### src/rtl/mc_controller_if.sv
// mc_controller_if: control bus between the multi-cycle controller and the MIPS datapath/memory
// master (controller): consumes Op, Funct, Zero, Overflow, mem_ack; drives memory handshake,
//   datapath enables, mux selects, ALUctr, Illegal and State.
// slave (datapath side): the mirror image.
interface mc_controller_if;
  logic [5:0] Op;
  logic [5:0] Funct;
  logic Zero;
  logic Overflow;
  logic mem_ack;
  logic mem_req;
  logic MemWr;
  logic IorD;
  logic IRWr;
  logic PCWr;
  logic [1:0] PCSrc;
  logic ALUSrcA;
  logic [1:0] ALUSrcB;
  logic ExtOp;
  logic [2:0] ALUctr;
  logic RegWr;
  logic RegDst;
  logic MemtoReg;
  logic Illegal;
  logic [3:0] State;
  modport master (
    input Op, Funct, Zero, Overflow, mem_ack,
    output mem_req, MemWr, IorD, IRWr, PCWr, PCSrc, ALUSrcA, ALUSrcB, ExtOp, ALUctr,
    output RegWr, RegDst, MemtoReg, Illegal, State
  );
  modport slave (
    output Op, Funct, Zero, Overflow, mem_ack,
    input mem_req, MemWr, IorD, IRWr, PCWr, PCSrc, ALUSrcA, ALUSrcB, ExtOp, ALUctr,
    input RegWr, RegDst, MemtoReg, Illegal, State
  );
endinterface

### src/rtl/mc_controller.sv
// mc_controller: multi-cycle MIPS control unit (fetch/decode/execute/memory/writeback)
// clk, rst : clock and synchronous active-high reset
// bus      : mc_controller_if.master -- IR fields and ALU flags in, memory handshake,
//            datapath enables, mux selects and ALUctr out
module mc_controller #(
  parameter bit MEM_HANDSHAKE = 1'b1
) (
  input logic clk,
  input logic rst,
  mc_controller_if.master bus
);
  typedef enum logic [3:0] {
    FETCH = 4'd0, DECODE = 4'd1, EXEC_R = 4'd2, EXEC_I = 4'd3, MEM_ADDR = 4'd4, MEM_RD = 4'd5,
    MEM_WB = 4'd6, MEM_WR = 4'd7, BRANCH = 4'd8, JUMP = 4'd9, ALU_WB = 4'd10
  } state_t;
  state_t st;
  logic [5:0] op_q, fn_q;
  logic ovf_q, ack, r_ok, i_ok, m_ok, legal;
  logic [2:0] alu_r;
  assign ack = !MEM_HANDSHAKE || bus.mem_ack;
  assign r_ok = bus.Op == 6'h00 && bus.Funct inside {6'h21, 6'h20, 6'h23, 6'h22, 6'h2B, 6'h2A, 6'h25};
  assign i_ok = bus.Op inside {6'h0D, 6'h09};
  assign m_ok = bus.Op inside {6'h23, 6'h2B};
  assign legal = r_ok || i_ok || m_ok || bus.Op == 6'h04 || bus.Op == 6'h02;
  assign alu_r = fn_q == 6'h20 ? 3'b001 : fn_q == 6'h25 ? 3'b010 : fn_q == 6'h23 ? 3'b100 :
                 fn_q == 6'h22 ? 3'b101 : fn_q == 6'h2B ? 3'b110 : fn_q == 6'h2A ? 3'b111 : 3'b000;
  always_ff @(posedge clk) begin
    if (rst) st <= FETCH;
    else case (st)
      FETCH:    if (ack) st <= DECODE;
      DECODE: begin
        op_q <= bus.Op;
        fn_q <= bus.Funct;
        st <= r_ok ? EXEC_R : i_ok ? EXEC_I : m_ok ? MEM_ADDR :
              bus.Op == 6'h04 ? BRANCH : bus.Op == 6'h02 ? JUMP : FETCH;
      end
      EXEC_R: begin
        ovf_q <= bus.Overflow;
        st <= ALU_WB;
      end
      EXEC_I:   st <= ALU_WB;
      MEM_ADDR: st <= op_q == 6'h23 ? MEM_RD : MEM_WR;
      MEM_RD:   if (ack) st <= MEM_WB;
      MEM_WR:   if (ack) st <= FETCH;
      default:  st <= FETCH;
    endcase
  end
  // Outputs decode the current state plus the few Mealy terms (ack, Zero, live Op in DECODE);
  // reset blanks everything combinationally so an aborted access never writes PC or registers.
  always_comb begin
    bus.mem_req = 1'b0;
    bus.MemWr = 1'b0;
    bus.IorD = 1'b0;
    bus.IRWr = 1'b0;
    bus.PCWr = 1'b0;
    bus.PCSrc = 2'b00;
    bus.ALUSrcA = 1'b0;
    bus.ALUSrcB = 2'b00;
    bus.ExtOp = 1'b0;
    bus.ALUctr = 3'b000;
    bus.RegWr = 1'b0;
    bus.RegDst = 1'b0;
    bus.MemtoReg = 1'b0;
    bus.Illegal = 1'b0;
    bus.State = rst ? 4'd0 : st;
    if (!rst) case (st)
      FETCH: begin
        bus.mem_req = 1'b1;
        bus.ALUSrcB = 2'b01;
        bus.IRWr = ack;
        bus.PCWr = ack;
      end
      DECODE: begin
        bus.ALUSrcB = 2'b11;
        bus.ExtOp = 1'b1;
        bus.Illegal = !legal;
      end
      EXEC_R: begin
        bus.ALUSrcA = 1'b1;
        bus.ALUctr = alu_r;
        bus.RegDst = 1'b1;
      end
      EXEC_I: begin
        bus.ALUSrcA = 1'b1;
        bus.ALUSrcB = 2'b10;
        bus.ExtOp = op_q != 6'h0D;
        bus.ALUctr = op_q == 6'h0D ? 3'b010 : 3'b000;
      end
      ALU_WB: begin
        bus.RegWr = !(ovf_q && op_q == 6'h00 && fn_q inside {6'h20, 6'h22});
        bus.RegDst = op_q == 6'h00;
      end
      MEM_ADDR: begin
        bus.ALUSrcA = 1'b1;
        bus.ALUSrcB = 2'b10;
        bus.ExtOp = 1'b1;
      end
      MEM_RD: begin
        bus.mem_req = 1'b1;
        bus.IorD = 1'b1;
      end
      MEM_WB: begin
        bus.RegWr = 1'b1;
        bus.MemtoReg = 1'b1;
      end
      MEM_WR: begin
        bus.mem_req = 1'b1;
        bus.IorD = 1'b1;
        bus.MemWr = 1'b1;
      end
      BRANCH: begin
        bus.ALUSrcA = 1'b1;
        bus.ALUctr = 3'b100;
        bus.PCWr = bus.Zero;
        bus.PCSrc = 2'b01;
      end
      JUMP: begin
        bus.PCWr = 1'b1;
        bus.PCSrc = 2'b10;
      end
      default: ;
    endcase
  end
endmodule
### src/flat_wrapper.sv
// flat-port wrapper written by rule: the top's interface ports become plain ports
module mc_controller_flat 
#(
  parameter bit MEM_HANDSHAKE = 1'b1
)
  (clk, rst, bus_Op, bus_Funct, bus_Zero, bus_Overflow, bus_mem_ack, bus_mem_req, bus_MemWr, bus_IorD, bus_IRWr, bus_PCWr, bus_PCSrc, bus_ALUSrcA, bus_ALUSrcB, bus_ExtOp, bus_ALUctr, bus_RegWr, bus_RegDst, bus_MemtoReg, bus_Illegal, bus_State);
  mc_controller_if bus_i ();
  input logic clk;
  input logic rst;
  input wire logic [$bits(bus_i.Op)-1:0] bus_Op;
  input wire logic [$bits(bus_i.Funct)-1:0] bus_Funct;
  input wire logic [$bits(bus_i.Zero)-1:0] bus_Zero;
  input wire logic [$bits(bus_i.Overflow)-1:0] bus_Overflow;
  input wire logic [$bits(bus_i.mem_ack)-1:0] bus_mem_ack;
  output wire logic [$bits(bus_i.mem_req)-1:0] bus_mem_req;
  output wire logic [$bits(bus_i.MemWr)-1:0] bus_MemWr;
  output wire logic [$bits(bus_i.IorD)-1:0] bus_IorD;
  output wire logic [$bits(bus_i.IRWr)-1:0] bus_IRWr;
  output wire logic [$bits(bus_i.PCWr)-1:0] bus_PCWr;
  output wire logic [$bits(bus_i.PCSrc)-1:0] bus_PCSrc;
  output wire logic [$bits(bus_i.ALUSrcA)-1:0] bus_ALUSrcA;
  output wire logic [$bits(bus_i.ALUSrcB)-1:0] bus_ALUSrcB;
  output wire logic [$bits(bus_i.ExtOp)-1:0] bus_ExtOp;
  output wire logic [$bits(bus_i.ALUctr)-1:0] bus_ALUctr;
  output wire logic [$bits(bus_i.RegWr)-1:0] bus_RegWr;
  output wire logic [$bits(bus_i.RegDst)-1:0] bus_RegDst;
  output wire logic [$bits(bus_i.MemtoReg)-1:0] bus_MemtoReg;
  output wire logic [$bits(bus_i.Illegal)-1:0] bus_Illegal;
  output wire logic [$bits(bus_i.State)-1:0] bus_State;
  assign bus_i.Op = bus_Op;
  assign bus_i.Funct = bus_Funct;
  assign bus_i.Zero = bus_Zero;
  assign bus_i.Overflow = bus_Overflow;
  assign bus_i.mem_ack = bus_mem_ack;
  assign bus_mem_req = bus_i.mem_req;
  assign bus_MemWr = bus_i.MemWr;
  assign bus_IorD = bus_i.IorD;
  assign bus_IRWr = bus_i.IRWr;
  assign bus_PCWr = bus_i.PCWr;
  assign bus_PCSrc = bus_i.PCSrc;
  assign bus_ALUSrcA = bus_i.ALUSrcA;
  assign bus_ALUSrcB = bus_i.ALUSrcB;
  assign bus_ExtOp = bus_i.ExtOp;
  assign bus_ALUctr = bus_i.ALUctr;
  assign bus_RegWr = bus_i.RegWr;
  assign bus_RegDst = bus_i.RegDst;
  assign bus_MemtoReg = bus_i.MemtoReg;
  assign bus_Illegal = bus_i.Illegal;
  assign bus_State = bus_i.State;
  mc_controller #(.MEM_HANDSHAKE(MEM_HANDSHAKE)) u_core (.clk(clk), .rst(rst), .bus(bus_i));
endmodule
### config.mk
export PLATFORM = sky130hd
export DESIGN_NAME = mc_controller_flat
export DESIGN_NICKNAME = d
export VERILOG_FILES = /design/src/rtl/mc_controller_if.sv /design/src/rtl/mc_controller.sv /design/src/flat_wrapper.sv
export SDC_FILE = /design/constraint.sdc
export NUM_CORES = 1
export LEC_CHECK = 0
export ABC_AREA = 1
export BUFFER_PORTS_ARGS = -buffer_cell sky130_fd_sc_hd__buf_2
export CORE_MARGIN = 2
export CORE_UTILIZATION = 35
export DETAILED_ROUTE_END_ITERATION = 10
export MAX_ROUTING_LAYER = met4
export PLACE_DENSITY = 0.66
export SLEW_MARGIN = 25
export SYNTH_ARGS = -nofsm -noshare
export SYNTH_HDL_FRONTEND = slang
export SYNTH_SLANG_ARGS = --single-unit
### constraint.sdc
create_clock -name clk -period 1.7 [get_ports clk]
set_input_delay 0.17 -clock clk [delete_from_list [all_inputs] [get_ports clk]]
set_output_delay 0.17 -clock clk [all_outputs]
set_load 0.005 [all_outputs]
==> summary.txt <==
Outcome
  • Status: completed

STA
  • Max frequency: about 610 MHz
  • Transition time of the tightest slew-check pin: between 400 and 500 ps
  • Final count of negative-setup-slack endpoints: 0
  • Post-layout minimum cycle time: 1640 ps
  • Worst hold margin: around 55 ps
  • Count of pins over their slew limit: 0
  • Fin crit share: between 90% and 100%
  • Post-route clock skew: between 4 and 5 ps
  • Unrepaired setup endpoints after global routing: true
  • Hold Violations, Final: 0
  • Tightest slew margin relative to the limit: between 70% and 80%

Global routing
  • Top Usage Layer GRT: met2
  • GRT met1 Usage: between 10% and 20%
  • Number of antenna violations at the first check in global routing: 0
  • Wire length of the first global-routing pass: around 4.1 mm
  • Total congestion overflow after global routing: 0
  • Via count of the first global-routing pass: 1024
  • Pin count of the biggest net entering global routing: 22
  • Global Route Usage Sum: approximately 15%
  • Met2 demand-to-capacity share in global routing: between 20% and 30%
  • Global-route track usage on met3: 2.10%

Die
  • DIE HEIGHT: 61.2 um
  • Number of standard-cell rows in the floorplan: 20
  • Placeable core region: between 0.003 and 0.004 sq mm
  • Number of top-level pins: 39
  • Starting utilization of the core area: 37.2%
  • DIE WIDTH: 61.2 um
  • Die ar.: between 0.003 and 0.004 sq mm

Final layout
  • Synthesis-to-finish area growth: 31.2%
  • Diodes inserted: 0
  • Most frequent cells in the layout: sky130_fd_sc_hd__buf_2 (38), sky130_fd_sc_hd__nand2_1 (27), sky130_fd_sc_hd__nor2_1 (21)
  • Proportion of layout cells with a drive suffix above 1: a little over two fifths
  • Commonest non-fill, non-tap cell in the layout: sky130_fd_sc_hd__buf_2
  • Final net count: 218
  • Non-Filler Instances: between 200 and 250

Clocking
  • Clk buf depth: 2
  • Total number of clock tree sinks: 17
  • Number of H-tree levels: 1
  • Hold buffer count at CTS: 0
  • Clk Latency, worst-skew pair: between 200 and 300 ps
  • Num CTS Buffers: 3
  • Clock-pin slew of the registers on the worst-case setup and hold paths: 90 ps
  • CTS tree: yes
  • Root Buffer: sky130_fd_sc_hd__clkbuf_4

Critical path
  • Critical-path cell with the highest stage delay: sky130_fd_sc_hd__edfxtp_1
  • Startpoint Class: flop
  • Critical-path cell list: or2_2, o21ai_2, nand2_1, a21oi_2, buf_2
  • Type of element capturing the critical path: primary output
  • Worst EP arrival: 1470 ps
  • CP delay by family, top: simple AND/OR/NAND/NOR gates
  • CP Class: reg2out
  • CP bufs+invs: 1
  • Data required, critical path: around 1500 ps
  • Top fanout value on the critical path: 2
  • Slowest cell delay on critical path: 390 ps

Logic synthesis
  • Number of different library cells in the post-synthesis netlist: 28
  • Flop and latch count out of synthesis: 17
  • Yosys warnings: 0
  • Count of flip-flops with a built-in enable after synthesis: 13
  • Syn nets: between 150 and 200
  • Most used flip-flop cell after synthesis: sky130_fd_sc_hd__edfxtp_1
  • Count of mapped cells out of synthesis: around 150
  • Register area share after synthesis: approximately 40%
  • Synth Cell Area: approximately 0.0011 sq mm
  • Async set-or-reset flop fraction in the synthesized netlist: 0%
  • Post-Synthesis Mean Instance Area: between 7 and 8 sq um

Pwr
  • Leak pwr: approximately 0.72 nW
  • PD cells: 624 mW/mm^2
  • Maximum vdd drop: around 0.30 mV

Drt
  • Total wire length: between 2 and 3 mm
  • Total iterations of the first detailed-routing run: 4
  • Number of design-rule violations left by the first detailed-router iteration: 21
  • Vias: between 1000 and 1500
  • DRC violations left: 0
  • Mean routed wirelength per cell: approximately 11 um
  • Via count normalized by instance count: 4.71
  • Detail Route Antenna Nets: 0

Run
  • Maximum capacitance violations: 0

Place
  • Half-perimeter wire length of the detailed placement result: 2.13 mm
  • Routability congestion estimate: ~0.83
  • Placed cell count: 235
  • Number of buffers added on ports: 38

Min path
  • Worst min-delay path category: in2reg
registers in the layout (all words and copies together), names as in the netlist:
name / cells
u_core.st: 4
u_core.fn_q: 6
u_core.op_q: 6
u_core.ovf_q: 1
report_power, final:
group          total (mW)  internal, mW  switching [mW]
logic               0.238        0.0876           0.150
clock network       0.203        0.0873           0.116
registers           0.495         0.479          0.0160
logic make-up after synthesis:
logic type	Yosys count	synth area share, %
flip-flops	17	41.1
buffers and inverters	27	9.30
AO/OA/AOI/OAI	20	10.9
AND/OR/NAND/NOR	89	38.6
per-layer routing:
| layer | wire [um] | part of all wire (%) | vias up |
|---|---|---|---|
| met5 | 0 | 0 | - |
| met4 | 50 | 1.9 | 0 |
| met3 | 113 | 4.4 | 4 |
| met2 | 1290 | 50 | 23 |
| met1 | 1130 | 44 | 519 |
| li1 | - | - | 604 |
stage by stage:
| step | total power, mW | worst slack, ps | instance area (sq um) | TNS (ps) | utilization, % |
|---|---|---|---|---|---|
| final | 0.935 | 61.4 | 1500 | 0 | 48.7 |
| after global routing | 1.00 | -81.4 | 1500 | -102 | 48.7 |
| after CTS | 0.927 | 4.04 | 1430 | 0 | 46.5 |
| after detailed placement | 0.720 | 294 | 1390 | 0 | 45.3 |
| after global placement | 0.721 | 282 | 1390 | 0 | 45.3 |
| after floorplan | 0.640 | 199 | 1140 | 0 | - |
path summary, 6_finish.rpt:
check | start | depth (start not counted) | slack [ps] | end
max reg2reg | u_core.st[0]$_SDFFE_PP0P_ | 5 | 450 | u_core.op_q[2]$_DFFE_PP_
min reg2reg | u_core.st[2]$_SDFFE_PP0P_ | 2 | 560 | u_core.st[2]$_SDFFE_PP0P_
max | u_core.fn_q[1]$_DFFE_PP_ | 5 | 60 | bus_ALUctr[1]
min | bus_Overflow | 1 | 60 | u_core.ovf_q$_DFFE_PP_
final cells by class:
class | instances | area (sq um)
sequential | 17 | 475
inverter | 25 | 98.8
clock buffer | 3 | 22.5
multi-input combinational | 109 | 601
clock inverter | 1 | 5.00
tap | 44 | 55.1
fill | 315 | 1580
timing repair buffer | 45 | 243
timing repair:
action | 4_1_cts | 5_1_grt
buffers inserted | 1 | 4
setup endpoints to repair | 1 | 8
pin swaps | 0 | 5
resized for setup | 3 | 14
Yosys cell counts (3+ instances only):
cell type	n	area share, %
sky130_fd_sc_hd__nand4_1	5	2.7
sky130_fd_sc_hd__nor3_1	5	2.2
sky130_fd_sc_hd__inv_1	17	5.6
sky130_fd_sc_hd__nand3_1	9	3.9
sky130_fd_sc_hd__inv_2	7	2.3
sky130_fd_sc_hd__dfxtp_1	4	7.0
sky130_fd_sc_hd__a21oi_1	6	2.6
sky130_fd_sc_hd__o21ai_1	3	1.3
sky130_fd_sc_hd__edfxtp_1	13	34
sky130_fd_sc_hd__nand2_1	27	8.9
sky130_fd_sc_hd__nor2_1	27	8.9
sky130_fd_sc_hd__nor2_2	6	3.3
worst reg2reg max path, stage by stage (launching register included):
cell,delay (ps)
sky130_fd_sc_hd__dfxtp_2,370
sky130_fd_sc_hd__inv_2,90
sky130_fd_sc_hd__nor2_4,120
sky130_fd_sc_hd__nand2_2,100
sky130_fd_sc_hd__nor2_4,110
sky130_fd_sc_hd__buf_4,170
Note: power is estimated with default switching activity, not from simulation.
